### src/rtl/max_net_pkg.sv
// Shared constants for the max_net batch loader and its helpers: word format,
// loader FSM encoding and result status codes.
package max_net_pkg;
  localparam int WORD_W = 32;
  localparam int N_IN   = 4;

  localparam logic [WORD_W-1:0] FP32_EXP_MASK = 32'h7F80_0000;
  localparam logic [WORD_W-1:0] FP32_MAN_MASK = 32'h007F_FFFF;

  localparam logic [2:0] S_LOAD   = 3'd0;
  localparam logic [2:0] S_ARM    = 3'd1;
  localparam logic [2:0] S_START  = 3'd2;
  localparam logic [2:0] S_WAIT   = 3'd3;
  localparam logic [2:0] S_RESULT = 3'd4;

  localparam logic [1:0] ST_OK      = 2'b00;
  localparam logic [1:0] ST_BADHOT  = 2'b01;
  localparam logic [1:0] ST_NAN     = 2'b10;
  localparam logic [1:0] ST_TIMEOUT = 2'b11;

  // NaN: all-ones exponent with a non-zero mantissa (infinities are not NaN).
  function automatic logic is_nan(input logic [WORD_W-1:0] w);
    return ((w & FP32_EXP_MASK) == FP32_EXP_MASK) && ((w & FP32_MAN_MASK) != '0);
  endfunction
endpackage

### src/rtl/mn_onehot_enc.sv
// One-hot to index encoder for max_net winners; the index is the lowest set
// bit (0 for an all-zero input) and bad flags anything that is not one-hot.
module mn_onehot_enc (
  input  logic [3:0] onehot,
  output logic [1:0] index,
  output logic       bad
);
  always_comb begin
    index = 2'd0;
    if (onehot[0])      index = 2'd0;
    else if (onehot[1]) index = 2'd1;
    else if (onehot[2]) index = 2'd2;
    else if (onehot[3]) index = 2'd3;
    bad = ($countones(onehot) != 1);
  end
endmodule

### src/rtl/max_net_loader.sv
// Batch sequencer in front of max_net: packs four FP32 words into the operand
// registers, pulses start once, waits for done (with timeout) and returns a result.
module max_net_loader
  import max_net_pkg::*;
#(
  parameter int TIMEOUT      = 1024,
  parameter bit SANITIZE_NAN = 1'b1
) (
  input  logic              clk,
  input  logic              rst,
  input  logic              in_valid,
  output logic              in_ready,
  input  logic [WORD_W-1:0] in_data,
  output logic [WORD_W-1:0] x_init_1,
  output logic [WORD_W-1:0] x_init_2,
  output logic [WORD_W-1:0] x_init_3,
  output logic [WORD_W-1:0] x_init_4,
  output logic              mn_start,
  input  logic              mn_done,
  input  logic [3:0]        mn_out,
  output logic              res_valid,
  input  logic              res_ready,
  output logic [3:0]        res_winner,
  output logic [1:0]        res_index,
  output logic [1:0]        res_status,
  output logic [2:0]        fsm_state
);
  // Handshakes: a transfer happens on a rising edge where valid && ready are
  // both high; valid, once raised, holds its payload stable until that edge.

  localparam logic [15:0] TO_LAST  = 16'(TIMEOUT - 1);
  localparam logic [1:0]  CNT_LAST = 2'(N_IN - 1);

  logic [2:0]        state;
  logic [1:0]        cnt;
  logic [15:0]       tcnt;
  logic              nan_flag;
  logic              nan_in;
  logic [WORD_W-1:0] word;
  logic [1:0]        enc_index;
  logic              enc_bad;

  mn_onehot_enc u_enc (
    .onehot (mn_out),
    .index  (enc_index),
    .bad    (enc_bad)
  );

  assign nan_in    = SANITIZE_NAN && is_nan(in_data);
  assign word      = nan_in ? '0 : in_data;
  assign in_ready  = (state == S_LOAD) && !rst;
  assign fsm_state = state;

  always_ff @(posedge clk) begin
    if (rst) begin
      state      <= S_LOAD;
      cnt        <= '0;
      tcnt       <= '0;
      nan_flag   <= 1'b0;
      x_init_1   <= '0;
      x_init_2   <= '0;
      x_init_3   <= '0;
      x_init_4   <= '0;
      mn_start   <= 1'b0;
      res_valid  <= 1'b0;
      res_winner <= '0;
      res_index  <= '0;
      res_status <= ST_OK;
    end else begin
      mn_start <= 1'b0;
      case (state)
        S_LOAD: begin
          if (in_valid) begin
            case (cnt)
              2'd0:    x_init_1 <= word;
              2'd1:    x_init_2 <= word;
              2'd2:    x_init_3 <= word;
              default: x_init_4 <= word;
            endcase
            if (nan_in) nan_flag <= 1'b1;
            if (cnt == CNT_LAST) begin
              state <= S_ARM;
              cnt   <= '0;
            end else begin
              cnt <= cnt + 2'd1;
            end
          end
        end
        // Operands were written on entry to ARM, so they are stable for a full
        // cycle before the registered start pulse goes out.
        S_ARM: begin
          state    <= S_START;
          mn_start <= 1'b1;
        end
        S_START: begin
          state <= S_WAIT;
          tcnt  <= '0;
        end
        S_WAIT: begin
          if (mn_done) begin
            state      <= S_RESULT;
            res_valid  <= 1'b1;
            res_winner <= mn_out;
            res_index  <= enc_index;
            res_status <= nan_flag ? ST_NAN : (enc_bad ? ST_BADHOT : ST_OK);
          end else if (tcnt == TO_LAST) begin
            state      <= S_RESULT;
            res_valid  <= 1'b1;
            res_winner <= '0;
            res_index  <= enc_index;
            res_status <= ST_TIMEOUT;
          end else begin
            tcnt <= tcnt + 16'd1;
          end
        end
        S_RESULT: begin
          if (res_ready) begin
            state     <= S_LOAD;
            res_valid <= 1'b0;
            cnt       <= '0;
            tcnt      <= '0;
            nan_flag  <= 1'b0;
          end
        end
        default: state <= S_LOAD;
      endcase
    end
  end
endmodule
### config.mk
export PLATFORM = sky130hd
export DESIGN_NAME = max_net_loader
export DESIGN_NICKNAME = d
export VERILOG_FILES = /design/src/rtl/max_net_pkg.sv /design/src/rtl/mn_onehot_enc.sv /design/src/rtl/max_net_loader.sv
export SDC_FILE = /design/constraint.sdc
export NUM_CORES = 1
export LEC_CHECK = 0
export CAP_MARGIN = 20
export CORE_MARGIN = 2
export CORE_UTILIZATION = 51
export CTS_CLUSTER_DIAMETER = 40
export DETAILED_ROUTE_END_ITERATION = 12
export PLACE_DENSITY = 0.85
export SETUP_SLACK_MARGIN = 0.2
export SLEW_MARGIN = 15
export SYNTH_ARGS = -nofsm -noshare
export SYNTH_HDL_FRONTEND = slang
export SYNTH_HIERARCHICAL = 1
export SYNTH_SLANG_ARGS = --single-unit
### constraint.sdc
create_clock -name clk -period 3.6 [get_ports clk]
set_input_delay 0.36 -clock clk [delete_from_list [all_inputs] [get_ports clk]]
set_output_delay 0.36 -clock clk [all_outputs]
set_load 0.02 [all_outputs]
==> results.sh, run 1 <==
export IMPL_status="finished, final reports clean"
export IMPL_critPathLaunchType="register"
export IMPL_synth_distinct_cells=51
export IMPL_initial_core_util_pct=52.83
export IMPL_grt_setup_unrepaired="no"
export IMPL_fin_crit_sh_pct=68.00
export IMPL_cp_buffers_inverters=1
export IMPL_netlist_instances=777
export IMPL_die_area_mm2=0.01346
export IMPL_hold_path_class="in2reg"
export IMPL_post_drt_via_cell_ratio=5.727
export IMPL_ys_warnings_count=6
export IMPL_finalSetupViolations=0
export IMPL_clk_path_buf_depth=2
export IMPL_synthArstFlopShare_pct=0
export IMPL_cts_hold_buf=0
export IMPL_wl_per_cell_um=17.14
export IMPL_synth_nets=830
export IMPL_synth_top_flop_cell="dfxtp_1"
export IMPL_ys_seq_area_share_pct=50.06
export IMPL_cts_root_buf="clkbuf_16"
export IMPL_critPathMaxStageDelay_ns=0.77
export IMPL_fin_tns_setup_ns=0
export IMPL_place_area_mm2=0.008152
export IMPL_critPathRequiredTime_ns=3.94
export IMPL_grt_max_degree=84
export IMPL_finalClockSkew_ns=0.01100
export IMPL_first_pass_iters=5
export IMPL_cts_sink_count=160
export IMPL_hold_start="rst"
export IMPL_drc=0
export IMPL_critical_path_top_delay_family="simple AND/OR/NAND/NOR gates"
export IMPL_crit_slowest_cell="nor4b_2"
export IMPL_synth_avg_cell_area_um2=8.235
export IMPL_layout_drive_gt1_share_pct=5.775
export IMPL_yosysTopAreaCell="dfxtp_1"
export IMPL_std_cell_rows=40
export IMPL_tritoncts="done"
export IMPL_synth_area_leaders="dfxtp_1 (50%), a21oi_1 (11%), nand3_1 (10%)"
export IMPL_hold_viol=0
export IMPL_post_cts_resize_count=0
export IMPL_crit_path_end_kind="register"
export IMPL_die_h_um=116.0
export IMPL_worstSetupPathType="reg2reg"
export IMPL_post_cts_buffers=0
export IMPL_ioPinCount=183
export IMPL_synth_edf_count=0
export IMPL_ant_nets=0
export IMPL_gp_congestion=0.8080
export IMPL_design_area_mm2=0.008778
export IMPL_ir_drop_mv=0.2790
export IMPL_path_cells="nor4b_2 > and2_1 > buf_4 > nand3_1 > a21oi_1"
export IMPL_r2r_slack_ns=1.15
export IMPL_die_w_um=116.0
export IMPL_n_antenna_cell=0
export IMPL_layout_cells_non_filler=1103
export IMPL_grt_pass1_wl_mm=29.18
export IMPL_max_freq_mhz=408.5
export IMPL_fin_nets=976
export IMPL_power_density_mw_per_mm2=466.0
export IMPL_cp_max_fo=21
export IMPL_critPathArrivalTime_ns=2.79
export IMPL_num_vias=6317
export IMPL_antenna_found_initial=0
export IMPL_ys_seq_elements=160
export IMPL_report_final_slew_viol_count=0
export IMPL_synthToLayoutAreaGrowth_pct=37.19
export IMPL_fillers=938
export IMPL_numCtsBuffers=17
export IMPL_grt_pass1_vias=5698
export IMPL_htreeDepth=4
export IMPL_place_hpwl_mm=12.21
export IMPL_holdWs_ns=0.4474
export IMPL_overflow=0
export IMPL_tightest_slew_ns=0.8745
export IMPL_syn_area_mm2=0.006399
export IMPL_rr_endpoint="x_init_1[4]"
export IMPL_maxSlewHeadroom_pct=41.70
export IMPL_coreArea_mm2=0.01211
export IMPL_portBuffers=182
export IMPL_r2r_cells=5
export IMPL_whs_endpoint="res_winner[3]"
export IMPL_path_clk_slew_ns=0.06
export IMPL_leakage_nw=2.967
export IMPL_maxCapViolations=0
export IMPL_clk_latency_ns=0.43
export IMPL_first_iter_violations=622
export IMPL_dp_cells=1070
export IMPL_post_route_min_period_ns=2.448
export IMPL_rr_startpoint="fsm_state[2]"
export IMPL_yosysTopAreaCellShare_pct=50.06
export IMPL_grt_usage_pct=27.67
export IMPL_holdPathStages=2
export IMPL_routed_wl_mm=18.90
==> worst reg2reg max path: stages (launching register included) <==
cell,delay [ns]
dfxtp_1,0.42
nor4b_2,0.77
and2_1,0.53
buf_4,0.37
nand3_1,0.12
a21oi_1,0.17
==> state kept, by name (all words and copies together) (netlist names) <==
| register | count |
|---|---|
| x_init_1 | 32 |
| x_init_2 | 32 |
| x_init_3 | 32 |
| x_init_4 | 32 |
| tcnt | 16 |
| res_winner | 4 |
| fsm_state | 3 |
| cnt | 2 |
| res_index | 2 |
| res_status | 2 |
| mn_start | 1 |
| nan_flag | 1 |
| res_valid | 1 |
==> per-stage QoR <==
step           utilization, %  power, mW  worst slack (ns)
3_5_place_dp            67.30      2.366            0.6293
6_report                72.48      4.091             1.152
2_1_floorplan               -      2.147             1.690
3_3_place_gp            67.30      2.359            0.7048
4_1_cts                 72.13      4.101            0.9496
5_1_grt                 72.48      4.234            0.9386
==> layout make-up <==
type | count | area, µm² | area share, %
Tap cell | 168 | 210.2 | 2.395
Timing Repair Buffer | 193 | 1929 | 21.98
Clock buffer | 21 | 480.5 | 5.473
Clock inverter | 10 | 103.9 | 1.183
Multi-Input combinational cell | 545 | 2829 | 32.23
Inverter | 6 | 22.52 | 0.2566
Sequential cell | 160 | 3203 | 36.49
==> kinds of logic after synthesis <==
kind of cell | after synthesis | synth area share, %
simple gates | 357 | 26.67
buf+inv | 72 | 5.905
flops | 160 | 50.06
fa+ha+maj | 12 | 2.464
xor+xnor | 2 | 0.2738
compound gates | 174 | 14.63
==> power breakdown <==
group	switching, mW	internal (mW)	total, mW
sequential	0.0369	1.83	1.86
clock	0.723	1.03	1.75
combinational	0.278	0.197	0.475
total	1.04	3.05	4.09
==> cells in the final DEF, fill, tap and decap left out, types with 2 or more instances in the layout <==
cell             instances
clkdlybuf4s50_1        181
dfxtp_1                160
nand2_1                149
a21oi_1                143
nand3_1                132
nor2_1                  17
clkbuf_16               17
ha_1                    11
buf_4                   10
nand4_1                  9
or3_1                    8
nor4_1                   7
o21ai_0                  7
inv_1                    6
and2_1                   6
or4_1                    5
clkinv_4                 5
nor3_1                   4
o21ai_1                  4
a32oi_1                  4
o211ai_1                 4
clkbuf_8                 4
and4_4                   2
a311oi_1                 2
a22oi_1                  2
nand2b_1                 2
nor4b_1                  2
inv_6                    2
==> per-layer routing <==
metal  vias to the layer above  track usage (%)  part of all wire, %
li1                       3001                -                    -
met1                      2965            37.02                   42
met2                       301            42.42                   47
met3                        50            6.538                  7.9
met4                         0            13.10                  3.2
met5                         -                0                    0
==> synth_stat cells (all sizes together), types with 3 or more instances <==
cell / instances
dfxtp: 160
nand2: 149
a21oi: 144
nand3: 133
buf: 35
clkbuf: 31
nor2: 17
o21ai: 12
ha: 11
nand4: 9
or3: 8
nor4: 7
and2: 6
inv: 6
or4: 5
a32oi: 4
nor3: 4
o211ai: 4
and4: 3
nor4b: 3
==> worst max-delay path by stage <==
stage	startpoint	to	slack, ns	cells after the start
detailed placement	in_valid	x_init_4[12]	0.63	5
CTS	fsm_state[2]	x_init_1[14]	0.95	4
global placement	in_valid	x_init_4[9]	0.70	5
floorplan	mn_out[2]	res_status[0]	1.69	7
finish	fsm_state[2]	x_init_1[4]	1.15	5
global route	fsm_state[2]	x_init_1[26]	0.94	5
No activity file was read; power rests on OpenSTA's default activity.
==> run 2: changes to the inputs <==
Settings changed: CORE_UTILIZATION 51 to 43, PLACE_DENSITY 0.85 to 0.76.
Clock period 3.6 ns to 2.1 ns, I/O delays scaled along.
==> run 2 against run 1 <==
Against the previous run:
- non-clock buffer count up 57
- die area grew 18%
- worst hold slack worse by 0.35 ns
- sequential share of layout area shrank 2.3 points
- critical path depth fell by 4
- register-to-register slack lost 0.90 ns
- global-route usage is 3.3 points lower
- largest cell class unchanged
- highest routed layer unchanged
- wire length up 4.7%
- core utilization shrank 7.9 points
- sequential power grew 72%
- sequential cell count stayed put
- setup slack worse by 0.90 ns
==> results.sh, run 2 (synthesis results as in run 1) <==
export IMPL_report_final_slew_viol_count=0
export IMPL_maxSlewHeadroom_pct=41.78
export IMPL_finalSetupViolations=0
export IMPL_leakage_nw=3.293
export IMPL_critical_path_top_delay_family="buffers and inverters"
export IMPL_critPathArrivalTime_ns=1.64
export IMPL_design_area_mm2=0.009393
export IMPL_cp_buffers_inverters=1
export IMPL_worstSetupPathType="reg2out"
export IMPL_crit_path_end_kind="primary output"
export IMPL_ioPinCount=183
export IMPL_holdWs_ns=0.09768
export IMPL_die_w_um=126.0
export IMPL_post_route_min_period_ns=1.852
export IMPL_finalClockSkew_ns=0.007529
export IMPL_antenna_found_initial=0
export IMPL_first_pass_iters=5
export IMPL_cts_sink_count=160
export IMPL_cts_hold_buf=0
export IMPL_overflow=0
export IMPL_fin_tns_setup_ns=0
export IMPL_coreArea_mm2=0.01453
export IMPL_grt_setup_unrepaired="yes"
export IMPL_grt_usage_pct=24.36
export IMPL_std_cell_rows=44
export IMPL_num_vias=6502
export IMPL_fillers=1240
export IMPL_wl_per_cell_um=16.81
export IMPL_place_area_mm2=0.008707
export IMPL_numCtsBuffers=17
export IMPL_htreeDepth=4
export IMPL_max_freq_mhz=539.8
export IMPL_n_antenna_cell=0
export IMPL_drc=0
export IMPL_fin_crit_sh_pct=88.21
export IMPL_fin_nets=1033
export IMPL_status="finished, final reports clean"
export IMPL_maxCapViolations=0
export IMPL_gp_congestion=0.8711
export IMPL_hold_path_class="in2reg"
export IMPL_tritoncts="done"
export IMPL_path_cells="clkdlybuf4s50_1"
export IMPL_hold_viol=0
export IMPL_ir_drop_mv=0.5995
export IMPL_layout_drive_gt1_share_pct=11.98
export IMPL_final_util_pct=64.63
export IMPL_grt_pass1_wl_mm=30.97
export IMPL_routed_wl_mm=19.79
export IMPL_place_hpwl_mm=13.07
export IMPL_die_area_mm2=0.01587
export IMPL_tightest_slew_ns=0.8733
export IMPL_crit_slowest_cell="clkdlybuf4s50_1"
export IMPL_synthToLayoutAreaGrowth_pct=46.79
export IMPL_first_iter_violations=513
export IMPL_critPathMaxStageDelay_ns=0.68
export IMPL_cp_max_fo=12
export IMPL_initial_core_util_pct=44.03
export IMPL_post_drt_via_cell_ratio=5.524
export IMPL_clk_latency_ns=0.43
export IMPL_layout_commonest_cell="clkdlybuf4s50_1"
export IMPL_path_clk_slew_ns=0.06
export IMPL_critPathLaunchType="register"
export IMPL_portBuffers=182
export IMPL_cts_root_buf="clkbuf_16"
export IMPL_ant_nets=0
export IMPL_grt_max_degree=82
export IMPL_grt_pass1_vias=6047
export IMPL_final_cell_mix="clkdlybuf4s50_1 (179), dfxtp_1 (157), nand2_1 (149)"
export IMPL_clk_path_buf_depth=2
export IMPL_power_density_mw_per_mm2=790.6
export IMPL_die_h_um=126.0
export IMPL_critPathRequiredTime_ns=1.89
## run 2: metrics by stage
step | std cells | power [mW] | setup slack, ns
6_report | 1177 | 7.426 | 0.2475
3_3_place_gp | 1144 | 4.141 | -0.1988
3_5_place_dp | 1144 | 4.153 | -0.2538
2_1_floorplan | 777 | 3.681 | 0.3402
5_1_grt | 1177 | 7.652 | 0.1927
4_1_cts | 1176 | 7.446 | 0.2081
## run 2: path summary, 6_finish.rpt
check / slack, ns / cells after the start / end / start
worst min register to register: 0.45 / 2 / x_init_1[3] / x_init_1[3]
worst max-delay path: 0.25 / 1 / fsm_state[0] / fsm_state[0]
worst max register to register: 0.25 / 6 / tcnt[3] / tcnt[0]
worst min-delay path: 0.1 / 2 / tcnt[0] / rst
## run 2: final cells by class
| cell class | instances | area, µm² | share of cell area, % |
|---|---|---|---|
| inverter | 6 | 22.52 | 0.2398 |
| timing repair buffer | 250 | 2435 | 25.92 |
| clock buffer | 20 | 456.7 | 4.862 |
| multi-input combinational | 545 | 2860 | 30.45 |
| tap | 184 | 230.2 | 2.451 |
| clock inverter | 12 | 181.4 | 1.932 |
| sequential | 160 | 3207 | 34.14 |
## run 2: what timing repair did
item | in CTS | in global routing
hold endpoints to repair | 0 | 0
resized for setup | 3 | 10
setup buffers | 0 | 1
pin swaps | 0 | 2
setup endpoints to repair | 4 | 85
## run 2: layer usage
metal	up-vias	wire length (µm)	GRT usage (%)
met5	-	0	0
met4	0	448	10.34
met3	30	1482	5.862
met2	267	9593	40.48
met1	3097	8262	30.28
li1	3108	-	-
## run 2: report_power, final
part	total (mW)	internal, mW	switching [mW]
Sequential	3.19	3.13	0.0605
Combinational	0.906	0.409	0.497
Clock	3.33	2.06	1.27
==> run 3: changes to the inputs <==
Settings changed: CELL_PAD_IN_SITES_DETAIL_PLACEMENT set to 0, CELL_PAD_IN_SITES_GLOBAL_PLACEMENT set to 1, CORE_UTILIZATION 43 to 31, MAX_ROUTING_LAYER set to met4, PLACE_DENSITY 0.76 to unset, PLACE_DENSITY_LB_ADDON set to 0.1.
==> run 3 against run 2 <==
Against the previous run:
- largest cell class unchanged
- via count decreased by 2.7%
- wire length up 9.8%
- global-route usage decreased by 4.0 points
- largest power group is now sequential cells
- clock power fell by 6.3%
- count of clock-buffer cells in the layout up 1
- sequential cell count unchanged
- total power down 2.4%
==> results.sh, run 3 (synthesis results as in run 1) <==
export IMPL_status="finished, final reports clean"
export IMPL_fin_crit_sh_pct=86.60
export IMPL_ir_drop_mv=0.5818
export IMPL_grt_usage_pct=20.33
export IMPL_max_freq_mhz=549.9
export IMPL_die_h_um=147.7
export IMPL_numCtsBuffers=17
export IMPL_post_cts_buffers=0
export IMPL_clk_path_buf_depth=2
export IMPL_antenna_found_initial=0
export IMPL_n_antenna_cell=0
export IMPL_report_final_slew_viol_count=0
export IMPL_ant_nets=0
export IMPL_crit_path_end_kind="register"
export IMPL_cts_hold_buf=0
export IMPL_grt_max_degree=79
export IMPL_coreArea_mm2=0.02023
export IMPL_num_vias=6329
export IMPL_finalSetupViolations=0
export IMPL_maxCapViolations=0
export IMPL_critPathArrivalTime_ns=2.08
export IMPL_fin_nets=1040
export IMPL_clkPwrFrac_pct=43.1
export IMPL_post_route_min_period_ns=1.819
export IMPL_die_w_um=147.7
export IMPL_leakage_nw=3.318
export IMPL_first_pass_iters=5
export IMPL_critPathLaunchType="input port"
export IMPL_grt_pass1_vias=6206
export IMPL_netSwitchingFraction_pct=24.88
export IMPL_final_cell_mix="clkdlybuf4s50_1 (178), dfxtp_1 (157), nand2_1 (149)"
export IMPL_die_area_mm2=0.02181
export IMPL_grt_pass1_wl_mm=34.03
export IMPL_path_clk_slew_ns=0.06
export IMPL_power_density_mw_per_mm2=758.2
export IMPL_fillers=1944
export IMPL_place_area_mm2=0.008919
export IMPL_routed_wl_mm=21.72
export IMPL_portBuffers=182
export IMPL_std_cell_rows=52
export IMPL_tritoncts="done"
export IMPL_dp_cells=1237
export IMPL_overflow=0
export IMPL_first_iter_violations=299
export IMPL_layout_drive_gt1_share_pct=12.42
export IMPL_drc=0
export IMPL_post_drt_via_cell_ratio=4.991
export IMPL_htreeDepth=4
export IMPL_finalClockSkew_ns=0.007996
export IMPL_layout_commonest_cell="clkdlybuf4s50_1"
export IMPL_final_util_pct=47.24
export IMPL_hold_viol=0
export IMPL_ioPinCount=183
export IMPL_design_area_mm2=0.009559
export IMPL_wl_per_cell_um=17.13
export IMPL_pwr_share_comb_pct=12.8
export IMPL_initial_core_util_pct=31.62
export IMPL_power_switching_mw=1.803
export IMPL_cp_max_fo=2
export IMPL_critPathRequiredTime_ns=2.36
export IMPL_totalPowerFinal_mw=7.247
export IMPL_cts_sink_count=160
export IMPL_clk_latency_ns=0.41
export IMPL_pwr_share_seq_pct=44.1
export IMPL_hold_path_class="in2reg"
export IMPL_layout_cells_non_filler=1268
export IMPL_maxSlewHeadroom_pct=42.69
export IMPL_cts_root_buf="clkbuf_16"
export IMPL_gp_congestion=0.8230
export IMPL_tightest_slew_ns=0.8597
export IMPL_synthToLayoutAreaGrowth_pct=49.39
export IMPL_p_int_mw=5.444
export IMPL_worstSetupPathType="in2reg"
export IMPL_place_hpwl_mm=15.35
export IMPL_grt_setup_unrepaired="yes"
==> run 3: cell types whose count changed in the layout (fill, tap and decap cells not counted), moves of 2 or more <==
cell,before,now
buf_12,8,12
buf_6,1,3
clkbuf_1,1,3
dlygate4sd2_1,1,3
==> run 3: repair_timing <==
item                                    in CTS  in global routing
resized for setup                            7                  9
endpoints found under the setup margin     129                138
gates cloned                                 0                  1
pin swaps                                    4                  4
==> run 3: worst max-delay path: stages <==
cell and delay (ns):
clkdlybuf4s50_1 0.49, ha_1 0.24, ha_2 0.18, fa_1 0.43, or3b_1 0.37, nand2_1 0.06
a311oi_1 0.08
==> run 3: through the flow <==
stage | setup slack [ns] | TNS (ns) | hold WS (ns)
2_1_floorplan | 0.3402 | 0 | 0.3575
3_3_place_gp | -0.3204 | -37.70 | 0.4423
3_5_place_dp | -0.3522 | -39.45 | 0.4470
4_1_cts | 0.2088 | 0 | 0.09983
5_1_grt | 0.1915 | 0 | 0.1620
6_report | 0.2813 | 0 | 0.1203
==> run 3: power by group through the flow <==
stage                     logic [mW]  clock network (mW)  registers, mW
final                          0.931                3.12           3.20
after global routing            1.01                3.31           3.21
after CTS                      0.935                3.20           3.20
after detailed placement       0.933                   0           3.26
after global placement         0.918                   0           3.26
after floorplan                0.320                   0           3.36
==> run 3: final cells by class <==
class                   instances  area [µm²]  area share (%)
flip-flops and latches        160        3207           33.55
repair buffers                256        2532           26.49
clock inverters                 9       135.1           1.414
multi-input cells             546        2874           30.07
well taps                     270       337.8           3.534
clock buffers                  21       450.4           4.712
inverters                       6       22.52          0.2356
==> run 3: worst paths after layout <==
kind	start	end	slack, ns	cells past startpoint
max	mn_out[1]	res_status[0]	0.28	7
min reg2reg	x_init_2[31]	x_init_2[31]	0.45	2
max reg2reg	tcnt[10]	res_status[0]	0.30	5
min	rst	fsm_state[1]	0.12	4
==> run 3: layer usage <==
layer | part of all wire [%] | GRT usage [%]
met4 | 1.5 | 5.865
met2 | 48 | 32.98
met3 | 4.8 | 3.611
met5 | 0 | -
met1 | 45 | 26.10
